## src/rtl/svm_feature_sequencer_if.sv

```systemverilog
// Byte-stream input and tagged-result output handshakes of the SVM feature sequencer.
interface svm_feature_sequencer_if #(
    parameter int unsigned TAG_W = 16
) ();
    logic [7:0]       in_data;
    logic             in_valid;
    logic             in_ready;
    logic             res_valid;
    logic             res_ready;
    logic             res_class;
    logic             res_err;
    logic [TAG_W-1:0] res_tag;

    // Producer of bytes / consumer of results
    modport master (
        output in_data, in_valid, res_ready,
        input  in_ready, res_valid, res_class, res_err, res_tag
    );

    // Sequencer side
    modport slave (
        input  in_data, in_valid, res_ready,
        output in_ready, res_valid, res_class, res_err, res_tag
    );
endinterface

```

## src/rtl/svm_feature_sequencer.sv

```systemverilog
// Assembles an 8-byte sample into four classifier features, waits the classifier
// latency, then returns the sampled decision as a tagged result.
module svm_feature_sequencer #(
    parameter int unsigned LATENCY = 2,
    parameter int unsigned TAG_W   = 16
) (
    input  logic                    clk,
    input  logic                    rst_n,
    input  logic                    flush,
    svm_feature_sequencer_if.slave  bus,
    output logic [15:0]             f1,
    output logic [14:0]             f2,
    output logic [9:0]              f3,
    output logic [12:0]             f4,
    input  logic                    class_in,
    output logic                    busy
);

    localparam int unsigned CNT_W     = 4;
    localparam logic [CNT_W-1:0] WAIT_INIT = CNT_W'(LATENCY - 1);

    typedef enum logic [1:0] {
        ST_RST  = 2'd0,
        ST_LOAD = 2'd1,
        ST_WAIT = 2'd2,
        ST_OUT  = 2'd3
    } state_t;

    state_t           state;
    state_t           state_next;
    logic             accept;
    logic             load_feat;
    logic             sample;
    logic             tag_inc;

    logic [2:0]       byte_cnt;
    logic [CNT_W-1:0] wait_cnt;
    logic             frame_err;
    logic [15:0]      sh_f1;
    logic [14:0]      sh_f2;
    logic [9:0]       sh_f3;
    logic [4:0]       sh_f4_hi;

    // State register
    always_ff @(posedge clk or negedge rst_n) begin
        if (!rst_n) begin
            state <= ST_RST;
        end else begin
            state <= state_next;
        end
    end

    // Next-state and per-edge action strobes; flush overrides everything
    always_comb begin
        state_next = state;
        accept     = 1'b0;
        load_feat  = 1'b0;
        sample     = 1'b0;
        tag_inc    = 1'b0;
        case (state)
            ST_RST: begin
                state_next = ST_LOAD;
            end
            ST_LOAD: begin
                if (bus.in_valid) begin
                    accept = 1'b1;
                    if (byte_cnt == 3'd7) begin
                        load_feat  = 1'b1;
                        state_next = ST_WAIT;
                    end
                end
            end
            ST_WAIT: begin
                if (wait_cnt == '0) begin
                    sample     = 1'b1;
                    state_next = ST_OUT;
                end
            end
            ST_OUT: begin
                if (bus.res_ready) begin
                    tag_inc    = 1'b1;
                    state_next = ST_LOAD;
                end
            end
            default: begin
                state_next = ST_LOAD;
            end
        endcase
        if (flush) begin
            state_next = ST_LOAD;
            accept     = 1'b0;
            load_feat  = 1'b0;
            sample     = 1'b0;
            tag_inc    = 1'b0;
        end
    end

    // Byte counter and shadow assembly; upper bits are only inspected for the error flag
    always_ff @(posedge clk or negedge rst_n) begin
        if (!rst_n) begin
            byte_cnt  <= 3'd0;
            frame_err <= 1'b0;
            sh_f1     <= 16'd0;
            sh_f2     <= 15'd0;
            sh_f3     <= 10'd0;
            sh_f4_hi  <= 5'd0;
            f1        <= 16'd0;
            f2        <= 15'd0;
            f3        <= 10'd0;
            f4        <= 13'd0;
        end else begin
            if (flush) begin
                byte_cnt <= 3'd0;
            end else if (accept) begin
                byte_cnt <= byte_cnt + 3'd1;
            end
            if (accept) begin
                case (byte_cnt)
                    3'd0: begin
                        sh_f1[15:8] <= bus.in_data;
                        frame_err   <= 1'b0;
                    end
                    3'd1: sh_f1[7:0] <= bus.in_data;
                    3'd2: begin
                        sh_f2[14:8] <= bus.in_data[6:0];
                        frame_err   <= frame_err | bus.in_data[7];
                    end
                    3'd3: sh_f2[7:0] <= bus.in_data;
                    3'd4: begin
                        sh_f3[9:8] <= bus.in_data[1:0];
                        frame_err  <= frame_err | (|bus.in_data[7:2]);
                    end
                    3'd5: sh_f3[7:0] <= bus.in_data;
                    3'd6: begin
                        sh_f4_hi  <= bus.in_data[4:0];
                        frame_err <= frame_err | (|bus.in_data[7:5]);
                    end
                    3'd7: begin
                        f1 <= sh_f1;
                        f2 <= sh_f2;
                        f3 <= sh_f3;
                        f4 <= {sh_f4_hi, bus.in_data};
                    end
                endcase
            end
        end
    end

    // Latency countdown and result capture
    always_ff @(posedge clk or negedge rst_n) begin
        if (!rst_n) begin
            wait_cnt      <= '0;
            bus.res_class <= 1'b0;
            bus.res_err   <= 1'b0;
            bus.res_tag   <= '0;
        end else begin
            if (load_feat) begin
                wait_cnt <= WAIT_INIT;
            end else if ((state == ST_WAIT) && (wait_cnt != '0)) begin
                wait_cnt <= wait_cnt - CNT_W'(1);
            end
            if (sample) begin
                bus.res_class <= class_in;
                bus.res_err   <= frame_err;
            end
            if (tag_inc) begin
                bus.res_tag <= bus.res_tag + TAG_W'(1);
            end
        end
    end

    // Status outputs registered from the next state so they mirror the state register
    always_ff @(posedge clk or negedge rst_n) begin
        if (!rst_n) begin
            bus.in_ready  <= 1'b0;
            bus.res_valid <= 1'b0;
            busy          <= 1'b0;
        end else begin
            bus.in_ready  <= (state_next == ST_LOAD);
            bus.res_valid <= (state_next == ST_OUT);
            busy          <= (state_next == ST_WAIT) || (state_next == ST_OUT);
        end
    end

endmodule

```

## src/flat_wrapper.sv

```systemverilog
// flat-port wrapper written by rule: the top's interface ports become plain ports
module svm_feature_sequencer_flat 
#(
    parameter int unsigned LATENCY = 2,
    parameter int unsigned TAG_W   = 16
)
  (clk, rst_n, flush, f1, f2, f3, f4, class_in, busy, bus_in_data, bus_in_valid, bus_res_ready, bus_in_ready, bus_res_valid, bus_res_class, bus_res_err, bus_res_tag);
  svm_feature_sequencer_if #(.TAG_W(TAG_W)) bus_i ();
  input  logic clk;
  input  logic rst_n;
  input  logic flush;
  output logic [15:0] f1;
  output logic [14:0] f2;
  output logic [9:0] f3;
  output logic [12:0] f4;
  input  logic class_in;
  output logic busy;
  input wire logic [$bits(bus_i.in_data)-1:0] bus_in_data;
  input wire logic [$bits(bus_i.in_valid)-1:0] bus_in_valid;
  input wire logic [$bits(bus_i.res_ready)-1:0] bus_res_ready;
  output wire logic [$bits(bus_i.in_ready)-1:0] bus_in_ready;
  output wire logic [$bits(bus_i.res_valid)-1:0] bus_res_valid;
  output wire logic [$bits(bus_i.res_class)-1:0] bus_res_class;
  output wire logic [$bits(bus_i.res_err)-1:0] bus_res_err;
  output wire logic [$bits(bus_i.res_tag)-1:0] bus_res_tag;
  assign bus_i.in_data = bus_in_data;
  assign bus_i.in_valid = bus_in_valid;
  assign bus_i.res_ready = bus_res_ready;
  assign bus_in_ready = bus_i.in_ready;
  assign bus_res_valid = bus_i.res_valid;
  assign bus_res_class = bus_i.res_class;
  assign bus_res_err = bus_i.res_err;
  assign bus_res_tag = bus_i.res_tag;
  svm_feature_sequencer #(.LATENCY(LATENCY), .TAG_W(TAG_W)) u_core (.clk(clk), .rst_n(rst_n), .flush(flush), .bus(bus_i), .f1(f1), .f2(f2), .f3(f3), .f4(f4), .class_in(class_in), .busy(busy));
endmodule
```

## config.mk

```make
export PLATFORM = sky130hd
export DESIGN_NAME = svm_feature_sequencer_flat
export DESIGN_NICKNAME = d
export VERILOG_FILES = /design/src/rtl/svm_feature_sequencer_if.sv /design/src/rtl/svm_feature_sequencer.sv /design/src/flat_wrapper.sv
export SDC_FILE = /design/constraint.sdc
export NUM_CORES = 1
export LEC_CHECK = 0
export ABC_CLOCK_PERIOD_IN_PS = 1800
export BUFFER_PORTS_ARGS = -buffer_cell sky130_fd_sc_hd__buf_2
export CORE_MARGIN = 2
export CORE_UTILIZATION = 50
export CTS_CLUSTER_DIAMETER = 200
export DETAILED_ROUTE_END_ITERATION = 10
export PLACE_DENSITY = 0.73
export SETUP_SLACK_MARGIN = 0.15
export SYNTH_ARGS = -nofsm -noshare
export SYNTH_HDL_FRONTEND = slang
export SYNTH_SLANG_ARGS = --single-unit
```

## constraint.sdc

```tcl
create_clock -name clk -period 1.8 [get_ports clk]
set_input_delay 0.36 -clock clk [delete_from_list [all_inputs] [get_ports clk]]
set_output_delay 0.36 -clock clk [all_outputs]
set_load 0.05 [all_outputs]
```

# Word-level counts from Yosys, hierarchy flattened
# Index checks and enable logic that the tools add are counted.
# Widths: inputs -> output; s select.
totals:
  register_bits: 131
  input_bits: 14
  out_inout_bits: 75
  word_cells: 84
classes:
  addsub: 3
  n_eq_ne: 13
  mux: 24
  bitwise_logic: 3
  reduce_logical: 20
ops:
  columns: ["op", "count"]
  rows:
  - ["$reduce_and 2->1", 9]
  - ["$add 16x1->16 const B", 1]
  - ["$mux 1", 13]
  - ["$eq 3x3->1 const B", 4]
  - ["$mux 2", 5]
  - ["$eq 2x2->1 const B", 4]
  - ["$mux 4", 2]
  - ["$pmux 2 s4", 1]
  - ["$reduce_bool 4->1", 2]
  - ["$eq 3x2->1 const B", 2]
  - ["$mux 3", 2]
  - ["$reduce_or 6->1", 1]
  - ["$eq 2x1->1 const B", 2]
  - ["$logic_not 4->1", 1]
  - ["$pmux 1 s4", 1]
  - ["$reduce_bool 2->1", 2]
  - ["$sub 4x1->4 const B", 1]
  - ["$add 3x1->3 const B", 1]
  - ["$eq 3x1->1 const B", 1]
  - ["$logic_not 3->1", 1]
  - ["$or 1x1->1", 3]
  - ["$reduce_or 3->1", 1]
  - ["$logic_not 2->1", 1]
  - ["$logic_and 1x1->1", 1]
  - ["$logic_or 1x1->1", 1]

# Depth between registers and ports, before layout
depth:
  ltp_word: 7
  mapped_depth: 9
  depth_no_buf: 6

# Worst setup path after synthesis
# Ideal clock, no wire load.
synth_path:
  path_type: "reg-to-reg"
  from: "register u_core.busy (netlist name)"
  to: "register u_core.f1[0]"
  setup_time_ps: 118
  t_arrival_ps: 1752
  required_ps: 1682
  setup_slack_ps: -69
  path_stages_with_launch: 9
  path_buffers: 4
  synth_period_minus_slack_ps: 1869
  path_cell_list: "dfrtp_1 > and4bb_1 > buf_2 > and2_0 > clkbuf_1 > buf_4 > buf_4 > nand2_1 > nand2_1"
synth_rtl:
  columns: ["element", "line_no", "text"]
  rows:
  - ["end signal, assigned", "svm_feature_sequencer.sv:107", "f1 <= 16'd0;"]
  - ["end signal, assigned", "svm_feature_sequencer.sv:139", "f1 <= sh_f1;"]
  - ["end, declared", "svm_feature_sequencer.sv:11", "output logic [15:0] f1,"]

# Worst setup path after layout
layout_path:
  from: "register u_core.wait_cnt[0]"
  to: "register u_core.bus.res_err"
layout_between:
  elab_chain_len: 4
layout_rtl:
  columns: ["element", "line_no", "text"]
  rows:
  - ["start, declared", "svm_feature_sequencer.sv:37", "logic [CNT_W-1:0] wait_cnt;"]
  - ["start signal, assigned", "svm_feature_sequencer.sv:160", "wait_cnt <= wait_cnt - CNT_W'(1);"]
  - ["$logic_not 4->1", "svm_feature_sequencer.sv:74", "if (wait_cnt == '0) begin"]
  - ["$mux 1", "svm_feature_sequencer.sv:74", null]
  - ["$mux 1", "svm_feature_sequencer.sv:60", "case (state)"]
  - ["$mux 1", "svm_feature_sequencer.sv:89", "if (flush) begin"]
  - ["end signal, assigned", "svm_feature_sequencer.sv:164", "bus.res_err <= frame_err;"]
  - ["end, declared", "svm_feature_sequencer_if.sv:23", "output in_ready, res_valid, res_class, res_err, res_tag"]
# No other way between the ends.
# A chain may end at the register's enable or synchronous reset.

==> impl_results.md <==
- Run status: finished clean
- Pleak: 3.61 nW
- Worst Path Arrival: ~2.1 ns
- RSZ-0062 raised after global routing: yes
- Synth area leader: dfrtp_1
- Grt total ovfl: 0
- Mapped Area: 0.00520 mm²
- Tmin final: 1.70 ns
- RD Place Congestion: 0.805
- 1st-pass router iterations: 4
- Buffers on Ports: 88
- Root Buffer: clkbuf_8
- Initial Utilization: 50.8%
- M1 GR Usage: 27.9%
- Detail Route Antenna Nets: 0
- Most frequent cells in the layout: nand2_1 (176), dfrtp_1 (129), buf_2 (83)
- Num CTS Buffers: 17
- # rows: 37
- Skew final: 0.0162 ns
- Critical Path Source Type: flip-flop
- Slew headroom: 74.4%
- R2R setup slack: 0.1 ns
- Most used flip-flop cell after synthesis: dfrtp_1
- Clk slew on worst S/H paths: 0.06 ns
- IO Pins: 89
- DRC Markers: 0
- Peak supply drop: about 0.58 mV
- Worst Tran Pin Value: 0.385 ns
- Ys Warns: 0
- Yosys cell types: 36
- DR WL/cell: 15.6 µm
- Initial DRC Count: 241
- Mapped Cells: 465
- Syn Nets: ~490
- CP Max Fanout: 3
- First-pass GRT wire length: ~19000 µm
- Total core area: 0.0102 mm²
- Gr usage total: 21.6%
- Critical path required time: 2.21 ns
- Min-delay worst type: in2reg
- Ant. Diodes: 0
- Fmax: 0.588 GHz
- Period utilisation layout: 94.5%
- Largest net degree at the start of global routing: 73
- Die Height: approximately 110 µm
- Critical path type: reg2reg
- PwrDens: between 1000 and 1500 mW/mm²
- Nets: 601
- CTS Buffer Depth: 2
- Top area cells in the synthesized netlist: dfrtp_1 (63%), nand2_1 (13%), mux2_2 (11%)
- Full die area: 0.0112 mm²
- Layout cells sized above 1: 34.6%
- Pwr Total: 7.57 mW
- Initial antenna violation count: 0
- Fin. Hold Viols: 0
- Share of the synthesized area in the top cell type: between 60% and 70%
- Vias in the first global route: about 3700
- Most common cell after layout, fill and taps aside: nand2_1
- Critical Path End Type: flip-flop
- Via density: 5.08
- DP HPWL: 7340 µm
- Area delta synth->final: 27.7%
- Async SR Flop Fraction: 100%
- CTS tree: built
- GR Util met2: 35.1%
- Clk sinks: 130
- MaxCap Viol Count: 0
- Max-slew violation count: 0
- GR peak layer: met2
- Avg Cell Area, Syn: roughly 11 µm²
- H-tree levels: 4
- Setup TNS: 0 ns
- Sequential fraction of the synthesis area: approximately 63%
- DR vias: 3700
- Endpoints failing setup: 0
- EDFF count, synth: 0
- Met3 Track Usage GR: between 6 and 7%
- Fillers: 809
- Synth Register Bits: 130
- Worst skew pair latency: 0.52 ns
- Routed WL: 11400 µm
- Die width: 106 µm
metrics by stage:
stage	instance area, µm²	worst slack, ns	std cells	util, %	hold slack, ns
4_1_cts	6570	0.103	724	64.3	0.0466
5_1_grt	6640	0.0235	728	64.9	0.0692
3_3_place_gp	5900	0.0442	686	57.7	0.404
6_report	6640	0.0982	728	64.9	0.0650
2_1_floorplan	5230	0.119	465	-	0.0644
3_5_place_dp	5900	-0.00487	686	57.7	0.403
registers in the layout, indices dropped and copies added (netlist names), 5 cells and up:
register            count
u_core.f1              16
u_core.sh_f3           10
u_core.bus.res_tag     16
u_core.f4              13
u_core.sh_f4_hi         5
u_core.f2              15
u_core.f3              10
u_core.sh_f2           15
u_core.sh_f1           16
final timing paths:
kind | startpoint | endpoint | cells past startpoint
hold reg to reg | u_core.sh_f1[6] | u_core.f1[6] | 2
min in group asynchronous | rst_n | u_core.f1[6] | 3
max in group asynchronous | rst_n | u_core.sh_f4_hi[1] | 3
setup / recovery | u_core.wait_cnt[0] | u_core.bus.res_err | 5
setup reg to reg | u_core.wait_cnt[0] | u_core.bus.res_err | 5
hold / removal | class_in | u_core.bus.res_class | 2
power breakdown:
group | switching (mW) | internal, mW
registers | 0.185 | 3.24
logic | 0.374 | 0.310
clock network | 1.19 | 2.28
total | 1.75 | 5.83
synth_stat cells (2+ instances only):
master,number
and2_1,4
nand2_1,179
buf_4,4
mux2_2,49
a21oi_1,3
inv_1,6
buf_2,9
ha_1,8
xor2_1,7
nand4_1,4
nor2b_1,2
nand3_1,9
nor2_1,11
xnor2_1,12
clkbuf_1,5
dfrtp_1,130
and4_1,4
cell families (layout without fill, tap and decap cells):
logic type,count (synthesis),count (layout),share of synthesized area [%]
AO/OA/AOI/OAI,11,11,1.40
XOR/XNOR,19,19,3.20
adder cells (fa/ha/maj),8,8,1.92
buffers and inverters,25,152,2.31
flip-flops,130,130,62.5
multiplexers,49,49,10.6
AND/OR/NAND/NOR,223,223,18.0
critical path: stages, from the launching register on:
cell and delay [ns]:
dfrtp_1 0.38, inv_1 0.06, ha_1 0.15, or3b_4 0.39
or3_4 0.34, mux2_2 0.28
final cells by class:
class,instances,area (µm²),area share (%)
Clock buffer,22,443,6.67
Timing Repair Buffer,113,704,10.6
Inverter,7,26.3,0.396
Multi-Input combinational cell,310,1890,28.4
Clock inverter,10,158,2.37
Sequential cell,130,3250,49.0
Tap cell,136,170,2.56
routing by layer:
metal	share of wire [%]	routed length (µm)	vias to the layer above
met2	48	5470	103
met3	5.5	620	19
met1	45	5120	1836
li1	-	-	1742
met5	0	0	-
met4	1.3	142	0
what timing repair did:
action,4_1_cts,5_1_grt
buffers inserted,5,4
endpoints found under the setup margin,52,32
hold buffers,1,0
endpoints found under the hold margin,130,0
gates resized for setup,9,10
Power figures use the tool's default switching activity.
